### src/rtl/shake_pkg.sv
// Shared types and constants for the SHAKE sponge controller.
package shake_pkg;

    typedef enum logic [2:0] {
        ST_IDLE,
        ST_ABSORB,
        ST_PERMUTE,
        ST_SQUEEZE,
        ST_DONE
    } sponge_state_t;

    localparam int RATE128_LANES = 21;
    localparam int RATE256_LANES = 17;
    localparam int LANE_W        = 64;
    localparam int NUM_LANES     = 25;

    // Lanes per block: mode 0 = SHAKE128, mode 1 = SHAKE256.
    function automatic logic [4:0] rate_lanes(input logic mode);
        return mode ? 5'(RATE256_LANES) : 5'(RATE128_LANES);
    endfunction

endpackage

### src/rtl/sponge_ctrl_if.sv
// Control/handshake bundle between the sponge controller and its surroundings.
// Handshakes: a lane transfers on a rising clk edge where valid && ready are both high.
interface sponge_ctrl_if #(parameter int OUTW = 16) ();
    import shake_pkg::*;

    logic              start;
    logic              mode;
    logic [OUTW-1:0]   out_words;
    logic              in_valid;
    logic              in_last;
    logic              in_ready;
    logic              out_valid;
    logic              out_ready;
    logic              state_clr;
    logic              state_en;
    logic              absorb_en;
    logic              perm_en;
    logic [4:0]        lane_idx;
    logic [4:0]        round_idx;
    logic              busy;
    logic              done;
    sponge_state_t     fsm_state;

    modport slave (
        input  start, mode, out_words, in_valid, in_last, out_ready,
        output in_ready, out_valid, state_clr, state_en, absorb_en, perm_en,
               lane_idx, round_idx, busy, done, fsm_state
    );

    modport master (
        output start, mode, out_words, in_valid, in_last, out_ready,
        input  in_ready, out_valid, state_clr, state_en, absorb_en, perm_en,
               lane_idx, round_idx, busy, done, fsm_state
    );

endinterface

### src/rtl/mod_counter.sv
// Up-counter that wraps to zero after reaching max; clear wins over enable.
module mod_counter #(
    parameter int W = 5
) (
    input  logic         clk,
    input  logic         rst,
    input  logic         clr,
    input  logic         en,
    input  logic [W-1:0] max,
    output logic [W-1:0] count
);

    always_ff @(posedge clk) begin
        if (rst || clr) begin
            count <= '0;
        end else if (en) begin
            count <= (count == max) ? '0 : count + W'(1);
        end
    end

endmodule

### src/rtl/regn.sv
// Plain enabled register with synchronous active-high reset.
module regn #(
    parameter int W = 1
) (
    input  logic         clk,
    input  logic         rst,
    input  logic         en,
    input  logic [W-1:0] d,
    output logic [W-1:0] q
);

    always_ff @(posedge clk) begin
        if (rst) begin
            q <= '0;
        end else if (en) begin
            q <= d;
        end
    end

endmodule

### src/rtl/sponge_ctrl.sv
// Absorb/permute/squeeze sequencer for the SHAKE128/256 sponge datapath.
module sponge_ctrl
    import shake_pkg::*;
#(
    parameter int ROUNDS = 24,
    parameter int OUTW   = 16
) (
    input  logic         clk,
    input  logic         rst,
    sponge_ctrl_if.slave sif
);

    sponge_state_t   state, state_nx;
    logic            mode_q;
    logic [OUTW-1:0] words_q;
    logic [OUTW-1:0] sent_q;
    logic [OUTW-1:0] remaining;
    logic [4:0]      lane;
    logic [4:0]      round;
    logic [4:0]      rate_m1;
    logic            last_blk;

    logic start_acc, in_hs, out_hs, blk_end, perm_last;
    logic in_ready, out_valid, state_clr, state_en, absorb_en, perm_en, busy, done;

    assign start_acc = (state == ST_IDLE) && sif.start;
    assign in_hs     = (state == ST_ABSORB) && sif.in_valid;
    assign out_hs    = (state == ST_SQUEEZE) && sif.out_ready;
    assign blk_end   = in_hs && ((lane == rate_m1) || sif.in_last);
    assign perm_last = (state == ST_PERMUTE) && (round == 5'(ROUNDS - 1));
    assign rate_m1   = rate_lanes(mode_q) - 5'd1;
    // Outstanding lanes; sent_q stops at words_q so this cannot wrap.
    assign remaining = words_q - sent_q;

    regn #(.W(1)) u_mode (
        .clk (clk), .rst (rst), .en (start_acc), .d (sif.mode), .q (mode_q)
    );

    regn #(.W(OUTW)) u_words (
        .clk (clk), .rst (rst), .en (start_acc), .d (sif.out_words), .q (words_q)
    );

    mod_counter #(.W(5)) u_lane (
        .clk   (clk),
        .rst   (rst),
        .clr   (start_acc || blk_end),
        .en    (in_hs || out_hs),
        .max   (rate_m1),
        .count (lane)
    );

    mod_counter #(.W(5)) u_round (
        .clk   (clk),
        .rst   (rst),
        .clr   (blk_end),
        .en    (state == ST_PERMUTE),
        .max   (5'(ROUNDS - 1)),
        .count (round)
    );

    always_ff @(posedge clk) begin
        if (rst) begin
            state    <= ST_IDLE;
            sent_q   <= '0;
            last_blk <= 1'b0;
        end else begin
            state <= state_nx;
            if (start_acc) begin
                sent_q <= '0;
            end else if (out_hs) begin
                sent_q <= sent_q + OUTW'(1);
            end
            if (blk_end) begin
                last_blk <= sif.in_last;
            end
        end
    end

    always_comb begin
        state_nx  = state;
        in_ready  = 1'b0;
        out_valid = 1'b0;
        state_clr = 1'b0;
        state_en  = 1'b0;
        absorb_en = 1'b0;
        perm_en   = 1'b0;
        busy      = 1'b1;
        done      = 1'b0;
        case (state)
            ST_IDLE: begin
                busy = 1'b0;
                if (sif.start) begin
                    state_clr = 1'b1;
                    state_en  = 1'b1;
                    state_nx  = ST_ABSORB;
                end
            end
            ST_ABSORB: begin
                in_ready = 1'b1;
                if (sif.in_valid) begin
                    absorb_en = 1'b1;
                    state_en  = 1'b1;
                    if (blk_end) state_nx = ST_PERMUTE;
                end
            end
            ST_PERMUTE: begin
                perm_en  = 1'b1;
                state_en = 1'b1;
                if (perm_last) begin
                    if (!last_blk)            state_nx = ST_ABSORB;
                    else if (remaining == '0) state_nx = ST_DONE;
                    else                      state_nx = ST_SQUEEZE;
                end
            end
            ST_SQUEEZE: begin
                out_valid = 1'b1;
                // Rate exhausted with lanes still owed: re-permute, then resume at lane 0.
                if (sif.out_ready) begin
                    if (remaining == OUTW'(1))  state_nx = ST_DONE;
                    else if (lane == rate_m1)   state_nx = ST_PERMUTE;
                end
            end
            ST_DONE: begin
                done     = 1'b1;
                state_nx = ST_IDLE;
            end
            default: state_nx = ST_IDLE;
        endcase
    end

    assign sif.in_ready  = in_ready;
    assign sif.out_valid = out_valid;
    assign sif.state_clr = state_clr;
    assign sif.state_en  = state_en;
    assign sif.absorb_en = absorb_en;
    assign sif.perm_en   = perm_en;
    assign sif.lane_idx  = lane;
    assign sif.round_idx = round;
    assign sif.busy      = busy;
    assign sif.done      = done;
    assign sif.fsm_state = state;

endmodule
### src/flat_wrapper.sv
// flat-port wrapper written by rule: the top's interface ports become plain ports
module sponge_ctrl_flat import shake_pkg::*;
#(
    parameter int ROUNDS = 24,
    parameter int OUTW   = 16
)
  (clk, rst, sif_start, sif_mode, sif_out_words, sif_in_valid, sif_in_last, sif_out_ready, sif_in_ready, sif_out_valid, sif_state_clr, sif_state_en, sif_absorb_en, sif_perm_en, sif_lane_idx, sif_round_idx, sif_busy, sif_done, sif_fsm_state);
  sponge_ctrl_if #(.OUTW(OUTW)) sif_i ();
  input  logic clk;
  input  logic rst;
  input wire logic [$bits(sif_i.start)-1:0] sif_start;
  input wire logic [$bits(sif_i.mode)-1:0] sif_mode;
  input wire logic [$bits(sif_i.out_words)-1:0] sif_out_words;
  input wire logic [$bits(sif_i.in_valid)-1:0] sif_in_valid;
  input wire logic [$bits(sif_i.in_last)-1:0] sif_in_last;
  input wire logic [$bits(sif_i.out_ready)-1:0] sif_out_ready;
  output wire logic [$bits(sif_i.in_ready)-1:0] sif_in_ready;
  output wire logic [$bits(sif_i.out_valid)-1:0] sif_out_valid;
  output wire logic [$bits(sif_i.state_clr)-1:0] sif_state_clr;
  output wire logic [$bits(sif_i.state_en)-1:0] sif_state_en;
  output wire logic [$bits(sif_i.absorb_en)-1:0] sif_absorb_en;
  output wire logic [$bits(sif_i.perm_en)-1:0] sif_perm_en;
  output wire logic [$bits(sif_i.lane_idx)-1:0] sif_lane_idx;
  output wire logic [$bits(sif_i.round_idx)-1:0] sif_round_idx;
  output wire logic [$bits(sif_i.busy)-1:0] sif_busy;
  output wire logic [$bits(sif_i.done)-1:0] sif_done;
  output wire logic [$bits(sif_i.fsm_state)-1:0] sif_fsm_state;
  assign sif_i.start = sif_start;
  assign sif_i.mode = sif_mode;
  assign sif_i.out_words = sif_out_words;
  assign sif_i.in_valid = sif_in_valid;
  assign sif_i.in_last = sif_in_last;
  assign sif_i.out_ready = sif_out_ready;
  assign sif_in_ready = sif_i.in_ready;
  assign sif_out_valid = sif_i.out_valid;
  assign sif_state_clr = sif_i.state_clr;
  assign sif_state_en = sif_i.state_en;
  assign sif_absorb_en = sif_i.absorb_en;
  assign sif_perm_en = sif_i.perm_en;
  assign sif_lane_idx = sif_i.lane_idx;
  assign sif_round_idx = sif_i.round_idx;
  assign sif_busy = sif_i.busy;
  assign sif_done = sif_i.done;
  assign sif_fsm_state = sif_i.fsm_state;
  sponge_ctrl #(.ROUNDS(ROUNDS), .OUTW(OUTW)) u_core (.clk(clk), .rst(rst), .sif(sif_i));
endmodule
### config.mk
export PLATFORM = sky130hd
export DESIGN_NAME = sponge_ctrl_flat
export DESIGN_NICKNAME = d
export VERILOG_FILES = /design/src/rtl/shake_pkg.sv /design/src/rtl/sponge_ctrl_if.sv /design/src/rtl/mod_counter.sv /design/src/rtl/regn.sv /design/src/rtl/sponge_ctrl.sv /design/src/flat_wrapper.sv
export SDC_FILE = /design/constraint.sdc
export NUM_CORES = 1
export LEC_CHECK = 0
export CAP_MARGIN = 30
export CORE_AREA = 2 2 77 79
export CTS_CLUSTER_DIAMETER = 30
export DETAILED_ROUTE_END_ITERATION = 16
export DIE_AREA = 0 0 79 81
export PLACE_DENSITY = 0.85
export RECOVER_POWER = 50
export SYNTH_ARGS = -nofsm -noshare
export SYNTH_HDL_FRONTEND = slang
export SYNTH_SLANG_ARGS = --single-unit
### constraint.sdc
create_clock -name clk -period 7 [get_ports clk]
set_input_delay 1.4 -clock clk [delete_from_list [all_inputs] [get_ports clk]]
set_output_delay 1.4 -clock clk [all_outputs]
set_load 0.01 [all_outputs]
After elaboration in Yosys (flattened, before gate mapping)
Index checks and enable logic that the tools add are counted.
{"block": "op_classes", "addsub": 5, "n_mul": 0, "div": 0, "n_lt_le_gt_ge": 0, "n_eq_ne": 13, "shift": 0, "muxes": 23, "bitwise": 0, "n_reduce_logical": 14}
{"cell": "$mux W3", "count": 10}
{"cell": "$add A16 B1 Y16 const B", "count": 1}
{"cell": "$eq A16 B1 Y1 const B", "count": 1}
{"cell": "$logic_not A16 Y1", "count": 1}
{"cell": "$sub A16 B16 Y16", "count": 1}
{"cell": "$pmux W3 S4", "count": 1}
{"cell": "$add A5 B1 Y5 const B", "count": 2}
{"cell": "$mux W5", "count": 2}
{"cell": "$mux W1", "count": 9}
{"cell": "$eq A3 B2 Y1 const B", "count": 2}
{"cell": "$ne A2 B2 Y1 const B", "count": 3}
{"cell": "$reduce_and A6 Y1", "count": 1}
{"cell": "$eq A5 B5 Y1", "count": 1}
{"cell": "$eq A5 B5 Y1 const B", "count": 1}
{"cell": "$logic_and A1 B1 Y1", "count": 5}
{"cell": "$logic_or A1 B1 Y1", "count": 5}
{"cell": "$sub A5 B1 Y5 const B", "count": 1}
{"cell": "$ne A2 B1 Y1 const B", "count": 2}
{"cell": "$eq A3 B1 Y1 const B", "count": 1}
{"cell": "$eq A3 B3 Y1 const B", "count": 1}
{"cell": "$logic_not A3 Y1", "count": 1}
{"cell": "$ne A3 B3 Y1 const B", "count": 1}
{"cell": "$pmux W1 S3", "count": 1}
{"cell": "$reduce_or A2 Y1", "count": 1}
{"block": "word_totals", "reg_bits": 47, "latch_bits": 0, "ramBits": 0, "mem_bits_ro": 0, "in_bits": 23, "output_inout_bits": 21, "mem_count": 0}

Logic depth before layout (Yosys ltp)
Gate-level depths: netlist of run 1.
{"block": "depth", "word_depth": 8, "mapped_depth": 11, "ltp_nobuf": 11}

Hierarchy
A second synthesis of run 1 with hierarchy kept.
{"block": "hier_totals", "cells_unflattened": 415, "hier_area_um2": 3387.0}
{"module": "sponge_ctrl", "n_inst": 1, "cells_each": 306, "area_each_um2": 2194.6, "seq_area_each_um2": 400.4}
{"module": "regn at u_core.u_words", "n_inst": 1, "cells_each": 52, "area_each_um2": 580.6, "seq_area_each_um2": 320.3}
{"module": "mod_counter", "n_inst": 2, "cells_each": 27, "area_each_um2": 289.0, "seq_area_each_um2": 100.1}
{"module": "regn at u_core.u_mode", "n_inst": 1, "cells_each": 3, "area_each_um2": 33.8, "seq_area_each_um2": 20.0}

Least setup slack after synthesis of run 1
Ideal clock, no wire load.
{"block": "synth_timing", "path_type": "input to output", "startpoint": "input sif_start", "endpoint": "output sif_state_en", "arrival_time_ns": 2.180, "path_slack_ns": 3.420, "path_stages": 4, "n_path_buf": 2, "path_cell_list": "nand2_1 -> clkbuf_1 -> clkbuf_1 -> nand3_1"}
{"block": "synth_via", "elab_chain_cells": 2}
{"item": "from (decl)", "line_no": "flat_wrapper.sv:11", "rtl": "input wire logic [$bits(sif_i.start)-1:0] sif_start;"}
{"item": "$mux W1", "line_no": "sponge_ctrl.sv:92", "rtl": "if (sif.start) begin"}
{"item": "$pmux W1 S3", "line_no": "sponge_ctrl.sv:89", "rtl": "case (state)"}
{"item": "to (decl)", "line_no": "flat_wrapper.sv:20", "rtl": "output wire logic [$bits(sif_i.state_en)-1:0] sif_state_en;"}
No other way between the ends.

Worst setup path after layout of run 1
{"block": "layout_timing", "startpoint": "input sif_start", "endpoint": "output sif_state_clr"}
{"block": "layout_via", "elab_chain_cells": 2}
{"item": "$mux W1", "line_no": "sponge_ctrl.sv:92"}
{"item": "$mux W1", "line_no": "sponge_ctrl.sv:89"}
{"item": "to (decl)", "line_no": "flat_wrapper.sv:19", "rtl": "output wire logic [$bits(sif_i.state_clr)-1:0] sif_state_clr;"}
No other way between the ends.

==> results of run 1 <==
==> layout make-up <==
type,instances,area share [%]
flip-flops and latches,47,24.6
inverters,30,2.95
clock inverters,2,0.917
clock buffers,6,2.16
multi-input cells,335,55.5
repair buffers,44,11.4
well taps,75,2.46
==> stage by stage <==
step           total power, mW  area [µm²]  utilization (%)  setup WS (ns)
6_report                  1.23        3820             67.3           1.75
4_1_cts                   1.24        3830             67.5           2.31
5_1_grt                   1.32        3820             67.3           1.53
3_3_place_gp              1.01        3710             65.4           2.36
2_1_floorplan            0.861        3260                -           3.42
3_5_place_dp              1.02        3710             65.4           2.33
==> final timing paths <==
path | from | end | slack [ns] | depth (start not counted)
hold / removal | u_core.u_words.q[5] | u_core.u_words.q[5] | 0.47 | 2
setup / recovery | sif_start | sif_state_clr | 1.75 | 5
hold reg to reg | u_core.u_words.q[5] | u_core.u_words.q[5] | 0.47 | 2
setup reg to reg | u_core.u_words.q[0] | u_core.sif.fsm_state[2] | 4.03 | 11
==> power by group <==
group | total, mW | internal, mW | leakage (nW) | switching [mW]
clock network | 0.208 | 0.116 | 0.0612 | 0.0928
logic | 0.684 | 0.307 | 1.07 | 0.377
registers | 0.334 | 0.297 | 0.381 | 0.0372
total | 1.23 | 0.720 | 1.51 | 0.507
==> flip-flops by register name (all words and copies together) (netlist names) <==
| name | flops |
|---|---|
| u_core.sif.fsm_state | 3 |
| u_core.u_mode.q | 1 |
| u_core.u_lane.count | 5 |
| u_core.u_round.count | 5 |
| u_core.sent_q | 16 |
| u_core.u_words.q | 16 |
| u_core.last_blk | 1 |
==> kinds of logic (layout without fill, tap and decap cells) <==
family	Yosys count	after routing	synth area share, %
buffers and inverters	44	82	5.98
DFF	47	47	28.8
and+or+nand+nor	185	185	28.4
xor gates and xnor gates	24	24	6.44
muxes	4	4	1.23
adders and majority gates	20	20	7.90
AOI/OAI and AO/OA	102	102	21.3
==> metal layers <==
metal	track usage [%]	up-vias	wire length [µm]
met1	33.1	1410	3530
li1	-	1577	-
met4	7.41	0	97
met2	41.4	75	3520
met5	0	-	0
met3	3.89	8	409
==> synth_stat cells (all sizes together) (3+ instances only) <==
cell type	number	area, µm²
xor2	7	61.3
clkbuf	10	51.3
xnor2	17	149
nand3	12	60.1
nand2	61	229
nor4b	3	38.8
a21o	5	38.8
and2	4	25.0
nand2b	7	43.8
o211ai	5	37.5
o2111ai	3	43.8
o21ai	13	65.1
nor2	45	169
inv	30	113
nor3b	4	30.0
o21a	3	22.5
nand4b	3	26.3
ha	19	238
nand4	9	56.3
a21oi	47	243
dfxtp	47	941
or4	3	26.3
nor3	14	70.1
or2	3	18.8
buf	4	31.3
or3	5	31.3
mux2i	4	40.0
==> critical path: stages <==
cell and delay [ns]:
dlygate4sd3_1 0.56, nand2_1 0.41, inv_1 0.15, clkbuf_1 0.64, clkdlybuf4s50_1 0.68
==> impl_results.md, run 1 <==
- Max-cap viol count: 0
- Total global routing track utilization: 24.8%
- FF/Latch Area: 941 µm²
- Final net count: roughly 510
- I/O pin cnt: 44
- Fillers: about 500
- CTS tree: built
- Global-route wire length before repair: 12600 µm
- Outcome: finished clean
- # hold bufs at CTS: 0
- Async S/R FF share, synth: 0%
- # DRC: 0
- Resize count post-CTS: 0
- CTS sink count: 47
- Die height: 81 µm
- Final setup vio count: 0
- Max frequency: 0.190 GHz
- Syn_area_per_cell: 7.66 µm²
- Detail Placement HPWL: 5760 µm
- Row count: 28
- CTS H-tree depth: 2
- Layout cell share with drive strength beyond 1: 4.31%
- Largest net degree at the start of global routing: 24
- Ys Warns: 0
- Fin cells: 539
- Post-Route WL: between 7000 and 8000 µm
- Post-synth EDFFs: 0
- Multi-input gate area: 0.00212 mm²
- Netlist cell types: 70
- Post-Place Cells: ~530
- Most frequent cells in the layout: 61 x nand2_1, 47 x dfxtp_1, 45 x nor2_1, 45 x a21oi_1, 30 x inv_1
- Setup Total Neg Slack: 0 ns
- VDD IR max: 0.000163 V
- DR WL/cell: 14.0 µm
- Placer Congestion: 0.913
- Gr ovfl total: 0
- Static leakage: 1.51 nW
- Antenna cell count: 0
- 1st-pass router iterations: 4
- Max-slew violations: 0
- Kind of end point of the critical path: output port
- Final period utilization: between 70% and 80%
- Hold WS: 0.465 ns
- Synthesized Nets: 469
- Vias: approximately 3100
- Worst Setup Start Kind: input pin
- Commonest non-fill, non-tap cell in the layout: nand2_1
- Critical Path RT: 5.60 ns
- Final hold viol count: 0
- Synth Register Bits: 47
- Root Buffer: clkbuf_8
- Final min period: about 5.3 ns
- Vias in the first global route: 2770
- Critical path type: input pin to output port
- Ys flop type: dfxtp_1
- Routed Antenna Nets: 0
- Initial Util: between 50% and 60%
- CTS Buffer Depth: 2
- Least-Margin Pin Slew: around 0.95 ns
- Clk_lat worst skew: 0.31 ns
- DR iter-0 viols: 220
- Unrepaired setup endpoints after global routing: false
- CTS buffer count: 5
- Seq/Total Area, Yosys: just under 30%
- Die Wd: approximately 80 µm
- Area growth, synth to finish: 17.1%
- PwrDens: 321 mW/mm²
- Critical path arrival: 3.85 ns
- Max_slew headroom: a little over a third
- Netlist area before placement: 0.00326 mm²
- Die area: 0.00640 mm²
- Initial antenna violation count: 0
- Post-CTS repair timing setup buffer count: 0
- Clock-pin slew on the worst setup and hold paths: 0.08 ns
- Vias/cell: 5.70
- Post-Syn Instances: around 430
- Crit-path max FO: 20
- Clock skew: 0.0119 ns
- Port Buffer Count: 43
- Core area: 0.00568 mm²
- Min-Delay Path Class: flip-flop to flip-flop
No activity file was read; power rests on OpenSTA's default activity.
==> inputs of run 2 (changes only) <==
--- a/config.mk
+++ b/config.mk
@@ -6,11 +6,11 @@
 export NUM_CORES = 1
 export LEC_CHECK = 0
 export CAP_MARGIN = 30
-export CORE_AREA = 2 2 77 79
+export CORE_AREA = 2 2 84 86
 export CTS_CLUSTER_DIAMETER = 30
 export DETAILED_ROUTE_END_ITERATION = 16
-export DIE_AREA = 0 0 79 81
-export PLACE_DENSITY = 0.85
+export DIE_AREA = 0 0 86 88
+export PLACE_DENSITY = 0.75
 export RECOVER_POWER = 50
 export SYNTH_ARGS = -nofsm -noshare
 export SYNTH_HDL_FRONTEND = slang
==> constraint.sdc (replaced) <==
create_clock -name clk -period 4.7 [get_ports clk]
set_input_delay 0.94 -clock clk [delete_from_list [all_inputs] [get_ports clk]]
set_output_delay 0.94 -clock clk [all_outputs]
set_load 0.01 [all_outputs]
==> run 2 against run 1 <==
  * Register-to-register slack worse by 2.3 ns
  * Via count increased by 3.4%
  * Power grew 47%
  * Final cell count grew 1.1%
  * Global-route usage decreased by 3.4 points
  * Non-clock buffer count up 1
  * Critical path depth did not move
  * Final area decreased by 0.23%
  * First-iteration DRC count is 21% lower
  * Combinational power rose by 52%
  * Utilization fell by 9.9 points
  * Critical path type unchanged
  * Largest cell class unchanged
==> impl_results.md, run 2 (same netlist as run 1, synthesis figures left out) <==
- Outcome: finished clean
- Crit-path max FO: 19 (-5.0%)
- Post-CTS repair timing setup buffer count: 0 (unchanged)
- Layout cell share with drive strength beyond 1: 4.52% (+0.21 points)
- CTS sink count: 47 (unchanged)
- Final core occ: 57.4% (-9.9 points)
- Cell Chain, Critical Path: dlygate4sd3_1, nand2_1, clkbuf_1, nand3_1, clkdlybuf4s50_1
- Final instance area: 0.00381 mm² (-0.23%)
- Die height: 88 µm (+8.6%)
- Max_slew headroom: 34.6% (-1.7 points)
- Critical Path RT: 3.76 ns (-1.84 ns)
- Final setup margin: 0.729 ns (-1.02 ns)
- Setup Total Neg Slack: 0 ns (unchanged)
- DR WL/cell: 14.5 µm (+3.7%)
- CTS H-tree depth: 2 (unchanged)
- I/O pin cnt: 44 (unchanged)
- Fillers: 609 (+22%)
- Kind of end point of the critical path: output port
- Slowest stage delay, CP: 0.74 ns (+0.06 ns)
- Detail Placement HPWL: 5990 µm (+3.9%)
- Min-Delay Path Class: flip-flop to flip-flop
- Critical path type: input pin to output port
- Total global routing track utilization: 21.4% (-3.4 points)
- VDD IR max: 0.000184 V (+13%)
- Worst slack, placed: 1.40 ns (-0.924 ns)
- Most frequent cells in the layout: 61 x nand2_1, 47 x dfxtp_1, 45 x nor2_1, 45 x a21oi_1, 30 x inv_1
- Initial Util: 49.1% (-8.4 points)
- # DRC: 0 (unchanged)
- Core area: 0.00664 mm² (+17%)
- Resize count post-CTS: 0 (unchanged)
- Row count: 30 (+7.1%)
- Commonest non-fill, non-tap cell in the layout: nand2_1
- Vias in the first global route: 2859 (+3.2%)
- # hold bufs at CTS: 0 (unchanged)
- CTS Buffer Depth: 2 (unchanged)
- Initial antenna violation count: 0 (unchanged)
- CTS buffer count: 5 (unchanged)
- Die Wd: 86 µm (+8.9%)
- Gr ovfl total: 0 (unchanged)
- Max-cap viol count: 0 (unchanged)
- Placer Congestion: 0.898 (-1.7%)
- Max frequency: around 0.25 GHz
- Die area: 0.00757 mm² (+18%)
- Leading registers by flop count: u_core.sent_q (16), u_core.u_words.q (16)
- PwrDens: 473 mW/mm² (+48%)
- Clock skew: 0.0142 ns (+0.00228 ns)
- Vias/cell: 5.82 (+2.2%)
- Post-Place Cells: 537 (+1.1%)
- Top Family by Delay on Critical Path: buffers and inverters
- Antenna cell count: 0 (unchanged)
- Post-Route WL: 7920 µm (+4.8%)
- Final hold viol count: 0 (unchanged)
- Unrepaired setup endpoints after global routing: false
- Area growth, synth to finish: 16.8%
- Dpl cell area: 0.00373 mm² (+0.37%)
- 1st-pass router iterations: 5 (+1)
- Worst Setup Start Kind: input pin
- Global-route wire length before repair: 13000 µm (+2.9%)
- Worst Path Buf+Inv: 3 (-1)
- Routed Antenna Nets: 0 (unchanged)
- Clock-pin slew on the worst setup and hold paths: 0.09 ns (about the same)
- Final setup vio count: 0 (unchanged)
- Port Buffer Count: 43 (unchanged)
- CTS tree: built
- Clk_lat worst skew: 0.32 ns (about the same)
- Least-Margin Pin Slew: 0.981 ns (+0.0280 ns)
- Final net count: 507 (+0.20%)
- Fin cells: 545 (+1.1%)
- DR iter-0 viols: 174 (-21%)
- Static leakage: 1.49 nW (-0.97%)
- Final period utilization: 84.5%
- Largest net degree at the start of global routing: 24 (unchanged)
- Final min period: ~4 ns
- Max-slew violations: 0 (unchanged)
- Root Buffer: clkbuf_8
- Critical path arrival: 3.03 ns (-0.82 ns)
- Vias: 3173 (+3.4%)
- Slowest-stage cell, CP: clkbuf_1
-- run 2: final timing paths --
check	start	endpoint	slack, ns	cells after the start
worst max-delay path	sif_start	sif_state_en	0.73	5
worst min-delay path	u_core.u_words.q[0]	u_core.u_words.q[0]	0.46	2
worst max register to register	u_core.sent_q[6]	u_core.sif.fsm_state[0]	1.75	10
worst min register to register	u_core.u_words.q[0]	u_core.u_words.q[0]	0.46	2
-- run 2: worst min-delay path, stage by stage, from the launching register on --
cell and delay [ns]:
dfxtp_1 0.32, nand2_1 0.05, a21oi_1 0.05
-- run 2: stage by stage --
stage / total power [mW] / hold slack [ns]
final: 1.81 / 0.460
after global routing: 1.94 / 0.489
after CTS: 1.81 / 0.464
after detailed placement: 1.54 / 0.451
after global placement: 1.52 / 0.448
after floorplan: 1.28 / 0.436
-- run 2: where the power goes --
part           leakage, nW  internal, mW  switching (mW)
combinational         1.07         0.461           0.584
sequential           0.381         0.442          0.0550
clock               0.0408         0.107           0.157
-- run 2: per-layer routing --
layer | track usage (%) | share of wire [%] | routed length, µm
met1 | 27.3 | 46 | 3620
met2 | 35.9 | 46 | 3660
met3 | 3.68 | 5.8 | 457
met4 | 8.37 | 2.2 | 175
met5 | 0 | 0 | 0
-- run 2: layout make-up --
class / count / area (µm²) / area share (%)
repair buffers: 45 / 438 / 11.5
multi-input cells: 335 / 2130 / 55.8
well taps: 80 / 100 / 2.63
inverters: 30 / 113 / 2.95
flip-flops and latches: 47 / 941 / 24.7
clock inverters: 3 / 23.8 / 0.624
clock buffers: 5 / 68.8 / 1.81
==> inputs of run 3 (changes only) <==
==> constraint.sdc (replaced) <==
create_clock -name clk -period 3.2 [get_ports clk]
set_input_delay 0.64 -clock clk [delete_from_list [all_inputs] [get_ports clk]]
set_output_delay 0.64 -clock clk [all_outputs]
set_load 0.01 [all_outputs]
==> run 3 against run 2 <==
  * Register-to-register slack lost 1.4 ns
  * Sequential share of layout area down 0.22 points
  * Clock-buffer cell count unchanged
  * Final cell count up 0.18%
  * Power up 53%
  * First-iteration DRC count increased by 33%
  * Sequential power grew 47%
  * Largest cell class unchanged
  * Largest power group unchanged
==> impl_results.md, run 3 (same netlist as run 1, synthesis figures left out) <==
- Outcome: finished clean
- Static leakage: 1.51 nW (+1.3%)
- Final setup margin: 0.310 ns (-0.420 ns)
- Clock-pin slew on the worst setup and hold paths: 0.10 ns (about the same)
- Multi-input gate area: 0.00213 mm² (unchanged)
- Gr ovfl total: 0 (unchanged)
- FF/Latch Area: 941 µm² (unchanged)
- Critical path arrival: 3.14 ns (+0.11 ns)
- CTS Buffer Depth: 2 (unchanged)
- Post-CTS repair timing setup buffer count: 0 (unchanged)
- Commonest non-fill, non-tap cell in the layout: nand2_1
- Placer Congestion: 0.925 (+3.0%)
- Area growth, synth to finish: 17.9%
- Initial Util: 49.1% (unchanged)
- DR iter-0 viols: 231 (+33%)
- Final hold viol count: 0 (unchanged)
- Resize count post-CTS: 0 (unchanged)
- Worst Setup Start Kind: flip-flop
- Sw Ratio: 43.1% (-0.97 points)
- Total power: 2.76 mW (+53%)
- CTS H-tree depth: 2 (unchanged)
- Critical path type: flip-flop to flip-flop
- Clock skew: 0.00965 ns (-0.00451 ns)
- Largest net degree at the start of global routing: 20 (-17%)
- Internal power: 1.57 mW (+56%)
- Kind of end point of the critical path: flip-flop
- Final net count: 508 (+0.20%)
- Min-Delay Path Class: flip-flop to flip-flop
- DR WL/cell: 14.4 µm (-1.1%)
- Max-slew violations: 0 (unchanged)
- Final instance area: 0.00385 mm² (+0.92%)
- CTS buffer count: 5 (unchanged)
- Port Buffer Count: 43 (unchanged)
- Layout cell share with drive strength beyond 1: 4.94% (+0.42 points)
- Total global routing track utilization: 21.3% (-0.049 points)
- Reg2reg start: u_core.sent_q[6]
- Global-route wire length before repair: 12900 µm (-0.22%)
- VDD IR max: 0.000261 V (+41%)
- Die area: 0.00757 mm² (unchanged)
- # hold bufs at CTS: 0 (unchanged)
- Met2 usage: 35.4% (-0.56 points)
- Unrepaired setup endpoints after global routing: false
- Most frequent cells in the layout: 61 x nand2_1, 47 x dfxtp_1, 45 x nor2_1, 45 x a21oi_1, 32 x clkdlybuf4s50_1
- Most Crowded Layer GR: met2
- Psw: 1.19 mW (+50%)
- Dpl cell area: 0.00373 mm² (+0.20%)
- Max frequency: around 0.35 GHz
- Final period utilization: 90.3%
- Worst slack, placed: 0.370 ns (-1.03 ns)
- Max-cap viol count: 0 (unchanged)
- Worst Hold End: u_core.u_words.q[11]
- Die height: 88 µm (unchanged)
- # DRC: 0 (unchanged)
- Crit-path max FO: 12 (-7)
- Hold path cells: 2 (unchanged)
- Critical Path RT: 3.45 ns (-0.31 ns)
- FF-to-FF setup slack: 0.31 ns (-1.44 ns)
- Vias in the first global route: 2750 (-3.8%)
- I/O pin cnt: 44 (unchanged)
- Fin cells: 546 (+0.18%)
- Met1 Usage GRT: 29.1% (+1.7 points)
- Leading registers by flop count: u_core.sent_q (16), u_core.u_words.q (16)
- Post-Place Cells: 538 (+0.19%)
- Flop pwr share: 26.6% (-0.9 points)
- CTS tree: built
- Detail Placement HPWL: 5980 µm (-0.19%)
- Core area: 0.00664 mm² (unchanged)
- Final min period: 2.89 ns
- Final setup vio count: 0 (unchanged)
- Setup Total Neg Slack: 0 ns (unchanged)
- Worst Hold Launch: u_core.u_words.q[11]
- Clock power frac: 16.8% (+2.2 points)
- 1st-pass router iterations: 5 (unchanged)
- Vias: 3130 (-1.4%)
- Die Wd: 86 µm (unchanged)
- Vias/cell: 5.73 (-1.5%)
- Antenna cell count: 0 (unchanged)
- Routed Antenna Nets: 0 (unchanged)
- Row count: 30 (unchanged)
- Initial antenna violation count: 0 (unchanged)
- Max_slew headroom: 38.4% (+3.8 points)
- CTS sink count: 47 (unchanged)
- Met3 Use GR: 2.83% (-0.85 points)
- Clk_lat worst skew: 0.31 ns (about the same)
- Post-Route WL: 7840 µm (-0.91%)
- Root Buffer: clkbuf_8
- Comb pwr share: 56.6% (-1.3 points)
- Least-Margin Pin Slew: 0.924 ns (-0.0566 ns)
- Fillers: 604 (-0.82%)
- R2R Path End: u_core.sif.fsm_state[0]
- PwrDens: 718 mW/mm² (+52%)
- Cell count of the worst reg-to-reg path: 10 (unchanged)
-- run 3: cell count changes in the layout (fill, tap and decap cells not counted), sizes merged, moves of 2 or more --
cell / delta
dlygate4sd3: -5
clkdlybuf4s50: +5
buf: +2
clkinvlp: -2
-- run 3: cell type report --
class                      count  area share, %
multi-input combinational    335           55.3
sequential                    47           24.5
inverter                      30           2.93
tap                           80           2.60
timing repair buffer          46           11.7
clock inverter                 3           1.24
clock buffer                   5           1.79
-- run 3: routing by layer --
metal	routed length [µm]	part of all wire [%]
met1	3760	48
met2	3590	46
met3	333	4.2
met4	157	2.0
met5	0	0
-- run 3: through the flow --
step | util (%) | hold WS, ns
3_5_place_dp | 56.2 | 0.454
6_report | 57.9 | 0.464
4_1_cts | 58.0 | 0.468
5_1_grt | 57.9 | 0.486
2_1_floorplan | - | 0.436
3_3_place_gp | 56.2 | 0.451
-- run 3: power by group through the flow --
stage          Clock, mW  Sequential, mW  Combinational, mW
2_1_floorplan          0           0.719               1.17
3_3_place_gp           0           0.745               1.51
3_5_place_dp           0           0.748               1.53
4_1_cts            0.469           0.734               1.55
5_1_grt            0.491           0.746               1.72
6_report           0.465           0.733               1.56
-- run 3: how the worst max path moves through the flow --
| stage | startpoint | end | depth (start not counted) |
|---|---|---|---|
| 6_report | u_core.sent_q[6] | u_core.sif.fsm_state[0] | 10 |
| 5_1_grt | u_core.sent_q[6] | u_core.sif.fsm_state[0] | 10 |
| 4_1_cts | u_core.u_words.q[0] | u_core.sif.fsm_state[2] | 11 |
| 3_5_place_dp | u_core.sent_q[0] | u_core.sif.fsm_state[2] | 10 |
| 3_3_place_gp | u_core.u_words.q[0] | u_core.sif.fsm_state[2] | 11 |
| 2_1_floorplan | u_core.u_words.q[0] | u_core.sif.fsm_state[2] | 11 |
-- run 3: worst max-delay path: stages (launching register included) --
cell and delay [ns]:
dfxtp_1 0.37, inv_1 0.09, ha_1 0.43, or3_1 0.42, a21oi_1 0.19, a31oi_1 0.09
a221oi_1 0.32, xnor2_1 0.28, and4b_1 0.26, a311o_1 0.31, o21ai_1 0.06
